[src/rtl/alu_issue_stage.sv]
// Decode/issue stage feeding the ALU: decodes ALU-class RV32I opcodes into a registered
// output slot backed by a one-entry skid buffer, strictly preserving issue order.
module alu_issue_stage #(
  parameter int unsigned XLEN = 32
) (
  input  logic            CLK,
  input  logic            RST,
  input  logic            flush,
  input  logic            in_valid,
  output logic            in_ready,
  input  logic [31:0]     in_inst,
  input  logic [XLEN-1:0] in_pc,
  input  logic [XLEN-1:0] in_rs1_data,
  input  logic [XLEN-1:0] in_rs2_data,
  input  logic            out_ready,
  output logic            out_valid,
  output logic            out_activate,
  output logic [2:0]      out_op,
  output logic [6:0]      out_subop,
  output logic [XLEN-1:0] out_op1,
  output logic [XLEN-1:0] out_op2,
  output logic [4:0]      out_rd,
  output logic            out_wen,
  output logic            out_illegal
);

  localparam logic [6:0] OpcOp    = 7'b0110011;
  localparam logic [6:0] OpcOpImm = 7'b0010011;
  localparam logic [6:0] OpcLui   = 7'b0110111;
  localparam logic [6:0] OpcAuipc = 7'b0010111;
  localparam logic [6:0] OpcLoad  = 7'b0000011;
  localparam logic [6:0] OpcStore = 7'b0100011;
  localparam logic [6:0] F7Zero   = 7'b0000000;
  localparam logic [6:0] F7Alt    = 7'b0100000;

  typedef struct packed {
    logic [2:0]      op;
    logic [6:0]      subop;
    logic [XLEN-1:0] op1;
    logic [XLEN-1:0] op2;
    logic [4:0]      rd;
    logic            wen;
    logic            illegal;
  } entry_t;

  entry_t dec;
  entry_t slot_q, slot_d, skid_q, skid_d;
  logic   slot_valid_q, slot_valid_d, skid_valid_q, skid_valid_d;

  logic [6:0]      opcode, f7;
  logic [2:0]      f3;
  logic [XLEN-1:0] imm_i, imm_s, imm_u;
  logic            legal, writes;
  logic            accept, slot_free;

  assign opcode = in_inst[6:0];
  assign f3     = in_inst[14:12];
  assign f7     = in_inst[31:25];
  assign imm_i  = {{(XLEN-12){in_inst[31]}}, in_inst[31:20]};
  assign imm_s  = {{(XLEN-12){in_inst[31]}}, in_inst[31:25], in_inst[11:7]};
  assign imm_u  = {in_inst[31:12], {(XLEN-20){1'b0}}};

  always_comb begin
    dec    = '0;
    legal  = 1'b1;
    writes = 1'b0;
    dec.rd = in_inst[11:7];
    case (opcode)
      OpcOp: begin
        dec.op    = f3;
        dec.subop = f7;
        dec.op1   = in_rs1_data;
        dec.op2   = in_rs2_data;
        writes    = 1'b1;
        legal     = (f7 == F7Zero) || ((f7 == F7Alt) && ((f3 == 3'b000) || (f3 == 3'b101)));
      end
      OpcOpImm: begin
        dec.op  = f3;
        dec.op1 = in_rs1_data;
        dec.op2 = imm_i;
        writes  = 1'b1;
        // Only shifts carry a funct7; for everything else imm[11:5] is data, not a subop.
        if (f3 == 3'b101) begin
          dec.subop = f7;
          legal     = (f7 == F7Zero) || (f7 == F7Alt);
        end else if (f3 == 3'b001) begin
          legal = (f7 == F7Zero);
        end
      end
      OpcLui: begin
        dec.op2 = imm_u;
        writes  = 1'b1;
      end
      OpcAuipc: begin
        dec.op1 = in_pc;
        dec.op2 = imm_u;
        writes  = 1'b1;
      end
      OpcLoad: begin
        dec.op1 = in_rs1_data;
        dec.op2 = imm_i;
        writes  = 1'b1;
      end
      OpcStore: begin
        dec.op1 = in_rs1_data;
        dec.op2 = imm_s;
      end
      default: legal = 1'b0;
    endcase
    if (!legal) begin
      dec.op    = '0;
      dec.subop = '0;
      dec.op1   = '0;
      dec.op2   = '0;
      writes    = 1'b0;
    end
    dec.illegal = !legal;
    dec.wen     = writes && (dec.rd != 5'd0);
  end

  assign in_ready  = !skid_valid_q && !RST;
  assign accept    = in_valid && in_ready && !flush;
  assign slot_free = !slot_valid_q || out_ready;

  always_comb begin
    slot_d       = slot_q;
    skid_d       = skid_q;
    slot_valid_d = slot_valid_q;
    skid_valid_d = skid_valid_q;
    if (flush) begin
      slot_valid_d = 1'b0;
      skid_valid_d = 1'b0;
    end else if (slot_free) begin
      // A full skid means in_ready was low, so no new beat competes for the slot.
      if (skid_valid_q) begin
        slot_d       = skid_q;
        slot_valid_d = 1'b1;
        skid_valid_d = 1'b0;
      end else if (accept) begin
        slot_d       = dec;
        slot_valid_d = 1'b1;
      end else begin
        slot_valid_d = 1'b0;
      end
    end else if (accept) begin
      skid_d       = dec;
      skid_valid_d = 1'b1;
    end
  end

  always_ff @(posedge CLK) begin
    if (RST) begin
      slot_q       <= '0;
      skid_q       <= '0;
      slot_valid_q <= 1'b0;
      skid_valid_q <= 1'b0;
    end else begin
      slot_q       <= slot_d;
      skid_q       <= skid_d;
      slot_valid_q <= slot_valid_d;
      skid_valid_q <= skid_valid_d;
    end
  end

  assign out_valid    = slot_valid_q;
  assign out_activate = slot_valid_q;
  assign out_op       = slot_q.op;
  assign out_subop    = slot_q.subop;
  assign out_op1      = slot_q.op1;
  assign out_op2      = slot_q.op2;
  assign out_rd       = slot_q.rd;
  assign out_wen      = slot_q.wen;
  assign out_illegal  = slot_q.illegal;

endmodule

[config.mk]
export PLATFORM = sky130hd
export DESIGN_NAME = alu_issue_stage
export DESIGN_NICKNAME = d
export VERILOG_FILES = /design/src/rtl/alu_issue_stage.sv
export SDC_FILE = /design/constraint.sdc
export NUM_CORES = 1
export LEC_CHECK = 0
export ABC_AREA = 0
export ABC_CLOCK_PERIOD_IN_PS = 5400
export CORE_ASPECT_RATIO = 1.75
export CORE_MARGIN = 2
export CORE_UTILIZATION = 52
export DETAILED_ROUTE_END_ITERATION = 10
export PLACE_DENSITY = 0.87
export SLEW_MARGIN = 5
export SYNTH_ARGS = -nofsm -noshare
export SYNTH_HDL_FRONTEND = slang
export SYNTH_SLANG_ARGS = --single-unit
[constraint.sdc]
create_clock -name CLK -period 5.4 [get_ports CLK]
set_input_delay 1.08 -clock CLK [delete_from_list [all_inputs] [get_ports CLK]]
set_output_delay 1.08 -clock CLK [all_outputs]
set_load 0.01 [all_outputs]
==> flow_metrics.env <==
export IMPL_grt_use_met3_pct=5.41
export IMPL_yosysWarnings=0
export IMPL_post_dp_hpwl_mm=15.8
export IMPL_synth_area_leaders="dfxtp_1 (44%), a21oi_1 (8.9%), nand4bb_1 (4.8%)"
export IMPL_switchingPower_uw=690
export IMPL_cts_tree="built"
export IMPL_avgSynthCellArea_um2=8.80
export IMPL_p_per_area_nw_per_um2=294
export IMPL_p_comb_share_pct=12.2
export IMPL_hold_violations=0
export IMPL_htreeDepth=4
export IMPL_critPathArrivalTime_ns=4.22
export IMPL_grt_pass1_wl_mm=37.3
export IMPL_post_cts_resized=0
export IMPL_synthesis_nets=981
export IMPL_stdcell_area_um2=10300
export IMPL_p_seq_share_pct=41.8
export IMPL_finalPower_mw=3.02
export IMPL_relSlewSlack_pct=17.5
export IMPL_layout_commonest_cell="clkdlybuf4s50_1"
export IMPL_crit_chain="clkdlybuf4s50_1 -> nor4_1 -> a22oi_1 -> o31ai_4 -> and2_1 -> o21ai_0"
export IMPL_n_antenna_cell=0
export IMPL_reg2reg_to="out_op2[24]"
export IMPL_synth_area_um2=7460
export IMPL_finalMaxSlewViolations=0
export IMPL_hold_path_startpoint="skid_q[24]"
export IMPL_layout_worst_path_cycle_share_pct=73.4
export IMPL_grt_overflow=0
export IMPL_async_reset_ff_share_pct=0
export IMPL_ys_seq_area_share_pct=44.0
export IMPL_tns_ns=0
export IMPL_required_ns=5.65
export IMPL_pre_cts_slack_ns=1.10
export IMPL_grt_pass1_vias=7495
export IMPL_clk_latency_ns=0.43
export IMPL_use_met2_pct=53.9
export IMPL_status="finished clean"
export IMPL_mostFrequentLayoutCells="clkdlybuf4s50_1 (215), dfxtp_1 (163), a21oi_1 (131)"
export IMPL_path_class="input port to flip-flop"
export IMPL_root_buffer="clkbuf_16"
export IMPL_grt_max_degree=80
export IMPL_leakage_nw=3.41
export IMPL_postCtsHoldBufs=0
export IMPL_fmax_mhz=252
export IMPL_fin_ws_ns=1.44
export IMPL_wirelength_mm=23.9
export IMPL_p_int_mw=2.33
export IMPL_via_per_inst=6.33
export IMPL_crit_start="in_inst[25]"
export IMPL_cts_buffers=17
export IMPL_skew_ns=0.00788
export IMPL_pin_count=217
export IMPL_period_needed_ns=3.96
export IMPL_hp_class="flip-flop to flip-flop"
export IMPL_top_usage_layer="met2"
export IMPL_cts_buffer_depth=2
export IMPL_slowest_delay_ns=0.82
export IMPL_power_frac_clock_pct=46.0
export IMPL_synth_cells=848
export IMPL_switching_share_pct=22.9
export IMPL_io_buffers=216
export IMPL_synth_cell_types=55
export IMPL_synth_edf_count=0
export IMPL_first_pass_iters=6
export IMPL_grt_usage_pct=30.7
export IMPL_post_cts_buffers=0
export IMPL_core_um2=14200
export IMPL_synth_top_area_share_pct=44.0
export IMPL_die_w_um=94.6
export IMPL_antenna_found_initial=0
export IMPL_crit_path_start_kind="input port"
export IMPL_setup_viol=0
export IMPL_drive_above_1_share_pct=7.44
export IMPL_rr_worst_depth=6
export IMPL_final_nets=1143
export IMPL_ys_ff_latch=164
export IMPL_worstMarginPinSlew_ns=1.23
export IMPL_ant_nets=0
export IMPL_die_y_um=162
export IMPL_whs_path_depth=2
export IMPL_critPathSlowestCell="and2_1"
export IMPL_reg2reg_from="skid_valid_q"
export IMPL_ys_flop_type="dfxtp_1"
export IMPL_utilization_pct=72.2
export IMPL_synth_top_area_cell="dfxtp_1"
export IMPL_reg2reg_setup_slack_ns=2.20
export IMPL_placed_area_um2=9580
export IMPL_cts_clk_slew_worst_paths_ns=0.07
export IMPL_drc=0
export IMPL_hold_end="skid_q[24]"
export IMPL_gp_congestion=0.825
export IMPL_cp_end_kind="flip-flop"
export IMPL_via_count=7607
export IMPL_cts_sinks=164
export IMPL_dieArea_um2=15400
export IMPL_use_met1_pct=34.1
export IMPL_peakVddDrop_mv=0.224
export IMPL_path_max_fanout=22
export IMPL_rows=58
export IMPL_drt_initial_drc_count=577
export IMPL_start_util_pct=52.5
export IMPL_rsz0062_at_grt="no"
export IMPL_wire_per_inst_um=19.9
export IMPL_maxCapViolCount=0
export IMPL_area_growth_syn_to_layout_pct=37.5
[metrics by stage]
stage          hold slack [ns]  cells
2_1_floorplan            0.420    848
3_3_place_gp             0.431   1171
3_5_place_dp             0.442   1171
4_1_cts                  0.455   1202
5_1_grt                  0.477   1202
6_report                 0.455   1202
[registers in the layout, indices dropped and copies added (netlist names)]
register and cells:
out_activate 1, out_illegal 1, out_op 3, out_op1 32
out_op2 32, out_rd 5, out_subop 7, out_wen 1
skid_q 81, skid_valid_q 1
[layer usage]
metal,routed length [um],vias to the layer above
met5,0,-
met3,1620,79
met2,12400,394
met4,1160,0
li1,-,3516
met1,8670,3618
[worst max-delay path, delay by kind of cell]
kind	cells	cell delay, ns
buffers and inverters	1	0.45
and+or+nand+nor	2	1.43
AOI/OAI and AO/OA	3	1.23
[final cells by class]
cell class | instances | area (um^2)
fill | 1105 | 3960
multi-input combinational | 587 | 3750
sequential | 164 | 3290
timing repair buffer | 235 | 2300
clock buffer | 20 | 457
tap | 180 | 225
clock inverter | 11 | 224
inverter | 5 | 18.8
[cells by family (layout without fill, tap and decap cells)]
family,count (synthesis),after routing,synth area share (%)
AOI/OAI and AO/OA,335,335,29.7
and+or+nand+nor,236,236,17.9
DFF,164,164,44.0
buffers and inverters,97,271,6.35
muxes,16,16,2.15
[synth_stat cells (all sizes together), types with 2 or more instances]
| master | count |
|---|---|
| nand2 | 80 |
| nor2b | 4 |
| nor3 | 34 |
| buf | 40 |
| o31ai | 33 |
| a22oi | 34 |
| nor3b | 2 |
| nand3 | 20 |
| o2bb2ai | 22 |
| mux2i | 16 |
| o21ai | 20 |
| nand4bb | 32 |
| dfxtp | 164 |
| inv | 4 |
| a211oi | 23 |
| nand4 | 2 |
| clkbuf | 52 |
| a21oi | 132 |
| nor2 | 43 |
| nand2b | 3 |
| o22ai | 19 |
| and3 | 6 |
| and2 | 2 |
| a31oi | 18 |
| o211ai | 2 |
| nor4 | 2 |
| o21a | 2 |
| a32oi | 4 |
| a32o | 20 |
[power groups by stage]
stage	combinational, mW	clock, mW	sequential [mW]
after global placement	0.359	0	1.29
after CTS	0.367	1.40	1.26
final	0.369	1.39	1.26
after floorplan	0.140	0	1.30
after detailed placement	0.365	0	1.29
after global routing	0.392	1.45	1.27
[how the worst max path moves through the flow]
stage	cells past startpoint	slack [ns]	to
3_3_place_gp	6	1.18	skid_q[38]
2_1_floorplan	3	2.68	in_ready
3_5_place_dp	6	1.10	skid_q[0]
6_report	6	1.44	skid_q[0]
4_1_cts	6	1.53	skid_q[38]
5_1_grt	6	1.23	skid_q[38]
Power figures use the tool's default switching activity.
